===== src/rtl/adder_ctrl_pkg.sv =====
// Shared types and constants for the nibble-serial adder controller.
package adder_ctrl_pkg;

    localparam int NIBBLE_W = 4;

    typedef enum logic [1:0] {
        IDLE = 2'd0,
        CALC = 2'd1,
        DONE = 2'd2
    } state_t;

endpackage


===== src/rtl/adder_4b_cin_cout.sv =====
// Combinational 4-bit adder with carry-in and carry-out.
module adder_4b_cin_cout (
    input  logic [3:0] a,
    input  logic [3:0] b,
    input  logic       cin,
    output logic [3:0] sum,
    output logic       cout
);

    logic [4:0] w_full;

    assign w_full = {1'b0, a} + {1'b0, b} + {4'b0000, cin};
    assign sum    = w_full[3:0];
    assign cout   = w_full[4];

endmodule


===== src/rtl/adder_serial_ctrl.sv =====
// Adds two W-bit operands one nibble per cycle, LSB nibble first, through a
// single 4-bit adder; val/rdy handshakes on request and response.
module adder_serial_ctrl
    import adder_ctrl_pkg::*;
#(
    parameter int NIBBLES = 4
) (
    input  logic                   clk,
    input  logic                   reset,
    input  logic                   req_val,
    output logic                   req_rdy,
    input  logic [4*NIBBLES-1:0]   req_a,
    input  logic [4*NIBBLES-1:0]   req_b,
    output logic                   resp_val,
    input  logic                   resp_rdy,
    output logic [4*NIBBLES-1:0]   resp_sum,
    output logic                   resp_cout
);

    localparam int W     = NIBBLE_W * NIBBLES;
    localparam int IDX_W = $clog2(NIBBLES);
    localparam logic [IDX_W-1:0] LAST_IDX = IDX_W'(NIBBLES - 1);

    state_t              r_state;
    state_t              w_state_nxt;
    logic [W-1:0]        r_a;
    logic [W-1:0]        r_b;
    logic [W-1:0]        r_sum;
    logic                r_carry;
    logic [IDX_W-1:0]    r_idx;

    logic                w_accept;
    logic                w_resp_hs;
    logic [NIBBLE_W-1:0] w_a_nib;
    logic [NIBBLE_W-1:0] w_b_nib;
    logic [NIBBLE_W-1:0] w_nib_sum;
    logic                w_nib_cout;

    assign w_a_nib = r_a[int'(r_idx) * NIBBLE_W +: NIBBLE_W];
    assign w_b_nib = r_b[int'(r_idx) * NIBBLE_W +: NIBBLE_W];

    adder_4b_cin_cout u_adder (
        .a    (w_a_nib),
        .b    (w_b_nib),
        .cin  (r_carry),
        .sum  (w_nib_sum),
        .cout (w_nib_cout)
    );

    always_ff @(posedge clk) begin
        if (reset) begin
            r_state <= IDLE;
        end else begin
            r_state <= w_state_nxt;
        end
    end

    always_comb begin
        w_state_nxt = r_state;
        req_rdy     = 1'b0;
        resp_val    = 1'b0;
        case (r_state)
            IDLE: begin
                req_rdy = !reset;
                if (req_val) begin
                    w_state_nxt = CALC;
                end
            end
            CALC: begin
                if (r_idx == LAST_IDX) begin
                    w_state_nxt = DONE;
                end
            end
            DONE: begin
                resp_val = 1'b1;
                if (resp_rdy) begin
                    w_state_nxt = IDLE;
                end
            end
            default: w_state_nxt = IDLE;
        endcase
    end

    assign w_accept  = req_val && req_rdy;
    assign w_resp_hs = resp_val && resp_rdy;

    // Operands need no reset: they are only read in CALC, after a load.
    always_ff @(posedge clk) begin
        if (w_accept) begin
            r_a <= req_a;
            r_b <= req_b;
        end
    end

    always_ff @(posedge clk) begin
        if (reset) begin
            r_sum   <= '0;
            r_carry <= 1'b0;
            r_idx   <= '0;
        end else if (w_accept) begin
            r_carry <= 1'b0;
            r_idx   <= '0;
        end else if (r_state == CALC) begin
            r_sum[int'(r_idx) * NIBBLE_W +: NIBBLE_W] <= w_nib_sum;
            r_carry <= w_nib_cout;
            // Index parks on the last nibble; it wraps on the response handshake.
            if (r_idx != LAST_IDX) begin
                r_idx <= r_idx + IDX_W'(1);
            end
        end else if (w_resp_hs) begin
            r_idx <= '0;
        end
    end

    assign resp_sum  = r_sum;
    assign resp_cout = r_carry;

endmodule


===== config.mk =====
export PLATFORM = sky130hd
export DESIGN_NAME = adder_serial_ctrl
export DESIGN_NICKNAME = d
export VERILOG_FILES = /design/src/rtl/adder_ctrl_pkg.sv /design/src/rtl/adder_4b_cin_cout.sv /design/src/rtl/adder_serial_ctrl.sv
export SDC_FILE = /design/constraint.sdc
export NUM_CORES = 1
export LEC_CHECK = 0
export ABC_AREA = 1
export ABC_CLOCK_PERIOD_IN_PS = 2500
export CORE_AREA = 8 8 97 99
export DETAILED_ROUTE_END_ITERATION = 7
export DIE_AREA = 0 0 105 107
export PLACE_DENSITY_LB_ADDON = 0.05
export SLEW_MARGIN = 25
export SYNTH_ARGS = -nofsm -noshare
export SYNTH_HDL_FRONTEND = slang
export SYNTH_SLANG_ARGS = --single-unit

===== constraint.sdc =====
create_clock -name clk -period 2.5 [get_ports clk]
set_input_delay 0.625 -clock clk [delete_from_list [all_inputs] [get_ports clk]]
set_output_delay 0.625 -clock clk [all_outputs]
set_load 0.01 [all_outputs]

* Yosys cells after proc, flatten, opt, wreduce, memory -nomap -nowiden
Cells that the tools add are included.
** Cells by class
- Add/subtract/negate cells :: 4
- Multipliers :: 0
- Divide/modulo/power cells :: 0
- Magnitude comparators :: 0
- Equality and inequality tests :: 8
- Shifts and indexed selects :: 4
- Muxes and demuxes :: 10
- Bitwise logic cells :: 1
- Reduce and logical (&&, ||, !) cells :: 9
** Operators with widths (number)
- negation 4 -> 33 bit :: 1
- variable shift 4 x 33 -> 16 bit (first input constant) :: 1
- indexed part select 4 x 33 -> 16 bit :: 1
- indexed part select 16 x 5 -> 4 bit :: 2
- bitwise mux 16 bit :: 1
- two-way mux 2 bit :: 6
- inequality test 2 bit (second input constant) :: 4
- case mux 2 bit (3 select lines) :: 1
- adder 4 x 4 -> 5 bit :: 1
- adder 5 x 1 -> 5 bit :: 1
- == test 2 bit (second input constant) :: 2
- AND reduction 2 bit :: 2
- AND reduction 3 bit :: 1
- adder 2 x 1 -> 2 bit (second input constant) :: 1
- == test 2 x 1 -> 1 bit (second input constant) :: 1
- logical AND 1 bit :: 2
- logical NOT 2 bit :: 1
- two-way mux 1 bit :: 2
- inequality test 2 x 1 -> 1 bit (second input constant) :: 1
- nonzero test 2 bit :: 1
- OR reduction 2 bit :: 1
- logical NOT 1 bit :: 1
- NOT 1 bit :: 1
** Storage, ports and cells
- Flip-flop bits (word level) :: 53
- Latch bits :: 0
- Bits in writable memories :: 0
- Memory bits (read-only) :: 0
- Input port bits :: 36
- Output and inout bits :: 19
- Logic and storage cells :: 42
- Memories :: 0

* Depth between registers and ports, before layout
- Word-level depth :: 5
- Mapped depth :: 12
- Gate-level depth less buffers :: 11

* By module
A second synthesis with hierarchy kept.
** Second synthesis, totals
- Cell total of the unflattened synthesis :: 236
- Area, all modules :: 2431.1 µm²
** Modules (own cells, without submodules)
- adder_serial_ctrl :: instances 1, cells an instance 211, area each 2265.9 µm², seq. area each 1381.3 µm²
- adder_4b_cin_cout :: instances 1, cells an instance 25, area each 165.2 µm², seq. area each 0.0 µm²

* Worst setup path before layout
Ideal clock, no wire load.
- Kind :: flip-flop to flip-flop
- From :: reg r_idx[0]
- To :: reg r_sum[6] (netlist: resp_sum[6])
- Library setup time :: 70 ps
- Data arrival time :: 2254 ps
- Data required time :: 2430 ps
- Setup slack :: 176 ps
- Stages on the path, launching flop included :: 12
- Path buffers :: 1
- Clock period less this slack :: 2324 ps
- Cell sequence :: dfxtp_1 -> clkbuf_1 -> o21ai_0 -> o22ai_1 -> fa_1 -> inv_1 -> fa_1 -> xnor2_1 -> nand2_1 -> nor2_1 -> nand2_1 -> a21oi_1
** Between the ends
- Longest elaborated chain between the ends :: 5
- Elaborated cells on any way between the ends :: 8
- Classes of those cells :: add/sub: 3; shift: 4; mux: 1
** Ends and longest elaborated chain
- start: declaration :: RTL line adder_serial_ctrl.sv:30 : logic [IDX_W-1:0] r_idx;
- start signal: assignment :: RTL line adder_serial_ctrl.sv:108 : r_idx <= r_idx + IDX_W'(1);
- indexed part select 16 x 5 -> 4 bit (on tied branches) :: RTL line adder_serial_ctrl.sv:39, adder_serial_ctrl.sv:40
- adder 4 x 4 -> 5 bit :: RTL line adder_4b_cin_cout.sv:12 : assign w_full = {1'b0, a} + {1'b0, b} + {4'b0000, cin};
- adder 5 x 1 -> 5 bit :: RTL line adder_4b_cin_cout.sv:12
- indexed part select 4 x 33 -> 16 bit :: RTL line adder_serial_ctrl.sv:104 : r_sum[int'(r_idx) * NIBBLE_W +: NIBBLE_W] <= w_nib_sum;
- bitwise mux 16 bit * :: RTL line adder_serial_ctrl.sv:104
- end signal: indexed assignment :: RTL line adder_serial_ctrl.sv:104
- end: declaration :: RTL line adder_serial_ctrl.sv:28 : logic [W-1:0] r_sum;
Mark *: on every way between the ends. The rest lies on a longest branch, timed or not.
A chain may end at the register's enable or synchronous reset.

* Worst setup path after layout
- From :: in reset
- To :: out req_rdy
** Between the ends
- Longest elaborated chain between the ends :: 2
** Ends and longest elaborated chain
- start: declaration :: RTL line adder_serial_ctrl.sv:9 : input logic reset,
- logical NOT 1 bit :: RTL line adder_serial_ctrl.sv:64 : req_rdy = !reset;
- two-way mux 1 bit :: RTL line adder_serial_ctrl.sv:62 : case (r_state)
- end: declaration :: RTL line adder_serial_ctrl.sv:11 : output logic req_rdy,
No other way between the ends.

==> results.sh <==
export IMPL_timing_final_crit_share_pct=95.9
export IMPL_grt_usage_pct=9.72
export IMPL_antenna_left=0
export IMPL_start_util_pct=28.7
export IMPL_slowest_delay_ns=0.56
export IMPL_rows=33
export IMPL_syn_area_um2=2270
export IMPL_register_area_um2=1380
export IMPL_cp_start_kind="input pin"
export IMPL_grt_ovfl_total=0
export IMPL_cts_root_buf="clkbuf_8"
export IMPL_holdBufCountCts=0
export IMPL_p_seq_share_pct=57.1
export IMPL_area_delta_synth_final_pct=36.5
export IMPL_clock_power_share_pct=26.8
export IMPL_worstPathMaxFanout=2
export IMPL_worstHoldPathType="reg -> reg"
export IMPL_p_leak_nw=1.11
export IMPL_outcome="completed"
export IMPL_syn_num_nets=262
export IMPL_grt_antenna_before_repair=0
export IMPL_skew_ns=0.00931
export IMPL_critPathTopFamily="buffers and inverters"
export IMPL_portBuffers=54
export IMPL_io_pins=55
export IMPL_finish_instance_area_um2=3100
export IMPL_layout_commonest_cell="clkdlybuf4s50_1"
export IMPL_drtIter0Drc=77
export IMPL_gp_congestion=0.694
export IMPL_drc=0
export IMPL_worstSetupPathType="in -> out"
export IMPL_dr_pass1_iters=4
export IMPL_critPathArrivalTime_ns=1.77
export IMPL_path_buf_inv=2
export IMPL_cts_made_buffers=5
export IMPL_drive_gt1_share_pct=12.1
export IMPL_synth_edff_count=32
export IMPL_setup_viol=0
export IMPL_pre_cts_ws_ns=0.0322
export IMPL_maxCapViolations=0
export IMPL_fin_ws_ns=0.102
export IMPL_wl_mm=5.22
export IMPL_synth_avg_cell_area_um2=10.6
export IMPL_clock_path_buffers=2
export IMPL_num_vias=1697
export IMPL_final_cell_mix="clkdlybuf4s50_1, nand2_1, edfxtp_1, nor2_1, dfxtp_1"
export IMPL_grt_max_degree=22
export IMPL_p_switching_uw=427
export IMPL_rsz0062_at_grt="no"
export IMPL_diodes=0
export IMPL_multi_input_area_um2=822
export IMPL_cp_common_cell="clkdlybuf4s50_1"
export IMPL_internal_power_mw=1.29
export IMPL_cp_slowest_cell="clkdlybuf4s50_1"
export IMPL_tightestPinTransition_ns=0.313
export IMPL_placed_area_um2=3010
export IMPL_fmax_mhz=417
export IMPL_coreArea_um2=7930
export IMPL_path_cells="clkdlybuf4s50_1 -> nor3_2 -> clkdlybuf4s50_1"
export IMPL_required_ns=1.88
export IMPL_post_route_min_period_ns=2.40
export IMPL_setup_tns_ns=0
export IMPL_ys_seq_elements=53
export IMPL_n_fill_cell=828
export IMPL_yosysSeqAreaShare_pct=60.8
export IMPL_dpl_hpwl_mm=3.99
export IMPL_cts_tree="yes"
export IMPL_path_clk_slew_ns=0.09
export IMPL_power_mw=1.72
export IMPL_slew_viol_final=0
export IMPL_die_area_um2=11200
export IMPL_cts_sinks=53
export IMPL_timing_hold_ws_ns=0.468
export IMPL_combPwrFrac_pct=16.2
export IMPL_die_width_um=105
export IMPL_final_hold_violation_count=0
export IMPL_synth_async_sr_flop_share_pct=0
export IMPL_setup_worst_path_end_class="output pin"
export IMPL_clk_latency_ns=0.30
export IMPL_netSwitchingFraction_pct=24.8
export IMPL_ir_drop_mv=0.226
export IMPL_first_global_vias=1850
export IMPL_final_nets=326
export IMPL_slew_headroom_pct=79.1
export IMPL_syn_inst=215
export IMPL_die_y_um=107
export IMPL_p_per_area_nw_per_um2=554
export IMPL_synth_cell_types=28
export IMPL_vias_per_cell=4.41
export IMPL_synth_top_flop_cell="edfxtp_1"
export IMPL_h_tree_depth=2
export IMPL_grt_pass1_wl_mm=8.86
export IMPL_wl_per_cell_um=13.6
export IMPL_ys_warn_count=0
==> synthesized netlist by cell type, types with 2 or more instances <==
cell type	number	area (um^2)
nand2_1	39	146
edfxtp_1	32	961
dfxtp_1	21	420
nor2_1	21	78.8
a21oi_1	17	85.1
o21ai_1	12	60.1
ha_1	9	113
inv_1	9	33.8
inv_2	7	26.3
nand3_1	7	35.0
clkbuf_1	6	22.5
o22ai_1	6	37.5
a22oi_1	4	30.0
nand2_2	3	18.8
nand4_1	3	18.8
nor3_1	3	15.0
a32oi_1	2	17.5
fa_1	2	40.0
o21ai_0	2	10.0
or2_1	2	12.5
==> area by class of cell <==
| type | instances | area share, % |
|---|---|---|
| multi-input cells | 139 | 26.5 |
| repair buffers | 64 | 20.2 |
| clock buffers | 5 | 2.22 |
| inverters | 16 | 1.93 |
| clock inverters | 3 | 0.403 |
| flip-flops and latches | 53 | 44.5 |
| well taps | 105 | 4.23 |
==> per-stage QoR <==
| stage | util [%] | instances |
|---|---|---|
| after floorplan | - | 215 |
| after global placement | 37.9 | 377 |
| after detailed placement | 37.9 | 377 |
| after CTS | 38.9 | 385 |
| after global routing | 39.2 | 385 |
| final | 39.2 | 385 |
==> sequential cells by signal, summed over array words and instances (netlist names) <==
| name | count |
|---|---|
| resp_cout | 1 |
| resp_sum | 16 |
| r_idx | 2 |
| r_state | 2 |
| r_a | 16 |
| r_b | 16 |
==> path summary, 6_finish.rpt <==
kind	start	slack, ns	to	cells after the start
worst max register to register	r_idx[1]$_SDFFE_PP0P_	0.24	resp_sum[14]$_SDFFE_PP0P_	11
worst min-delay path	resp_sum[0]$_SDFFE_PP0P_	0.47	resp_sum[0]$_SDFFE_PP0P_	2
worst max-delay path	reset	0.10	req_rdy	3
worst min register to register	resp_sum[0]$_SDFFE_PP0P_	0.47	resp_sum[0]$_SDFFE_PP0P_	2
==> cells by family after synthesis <==
group / count (synthesis) / share of synthesized area (%)
fa+ha+maj: 11 / 6.71
compound gates: 44 / 10.9
xor+xnor: 1 / 0.385
simple gates: 83 / 17.4
buf+inv: 23 / 3.85
flops: 53 / 60.8
==> routing by layer <==
| metal | global-route usage, % | vias to the layer above | share of wire (%) |
|---|---|---|---|
| met1 | 11.4 | 776 | 45 |
| met5 | 0 | - | 0 |
| met3 | 3.48 | 6 | 6.0 |
| li1 | - | 870 | - |
| met4 | 3.06 | 0 | 1.1 |
| met2 | 16.3 | 45 | 48 |
==> worst reg2reg max path: cells and delay by family, from the launching register on <==
| kind | cells | cell delay [ns] |
|---|---|---|
| fa+ha+maj | 2 | 0.66 |
| compound gates | 3 | 0.42 |
| flops | 1 | 0.40 |
| simple gates | 3 | 0.31 |
| buf+inv | 2 | 0.23 |
| xor+xnor | 1 | 0.18 |
==> power groups by stage <==
stage               clock network [mW]  logic, mW  registers, mW
CTS                              0.483      0.278          0.981
floorplan                            0      0.134           1.00
global route                     0.520      0.311          0.985
detailed placement                   0      0.278           1.00
finish                           0.460      0.278          0.981
global placement                     0      0.275           1.00
==> timing repair <==
| action | 4_1_cts | 5_1_grt |
|---|---|---|
| gates resized for setup | 0 | 3 |
| endpoints found under the setup margin | 0 | 5 |
| buffers inserted | 0 | 0 |
Power figures use the tool's default switching activity.
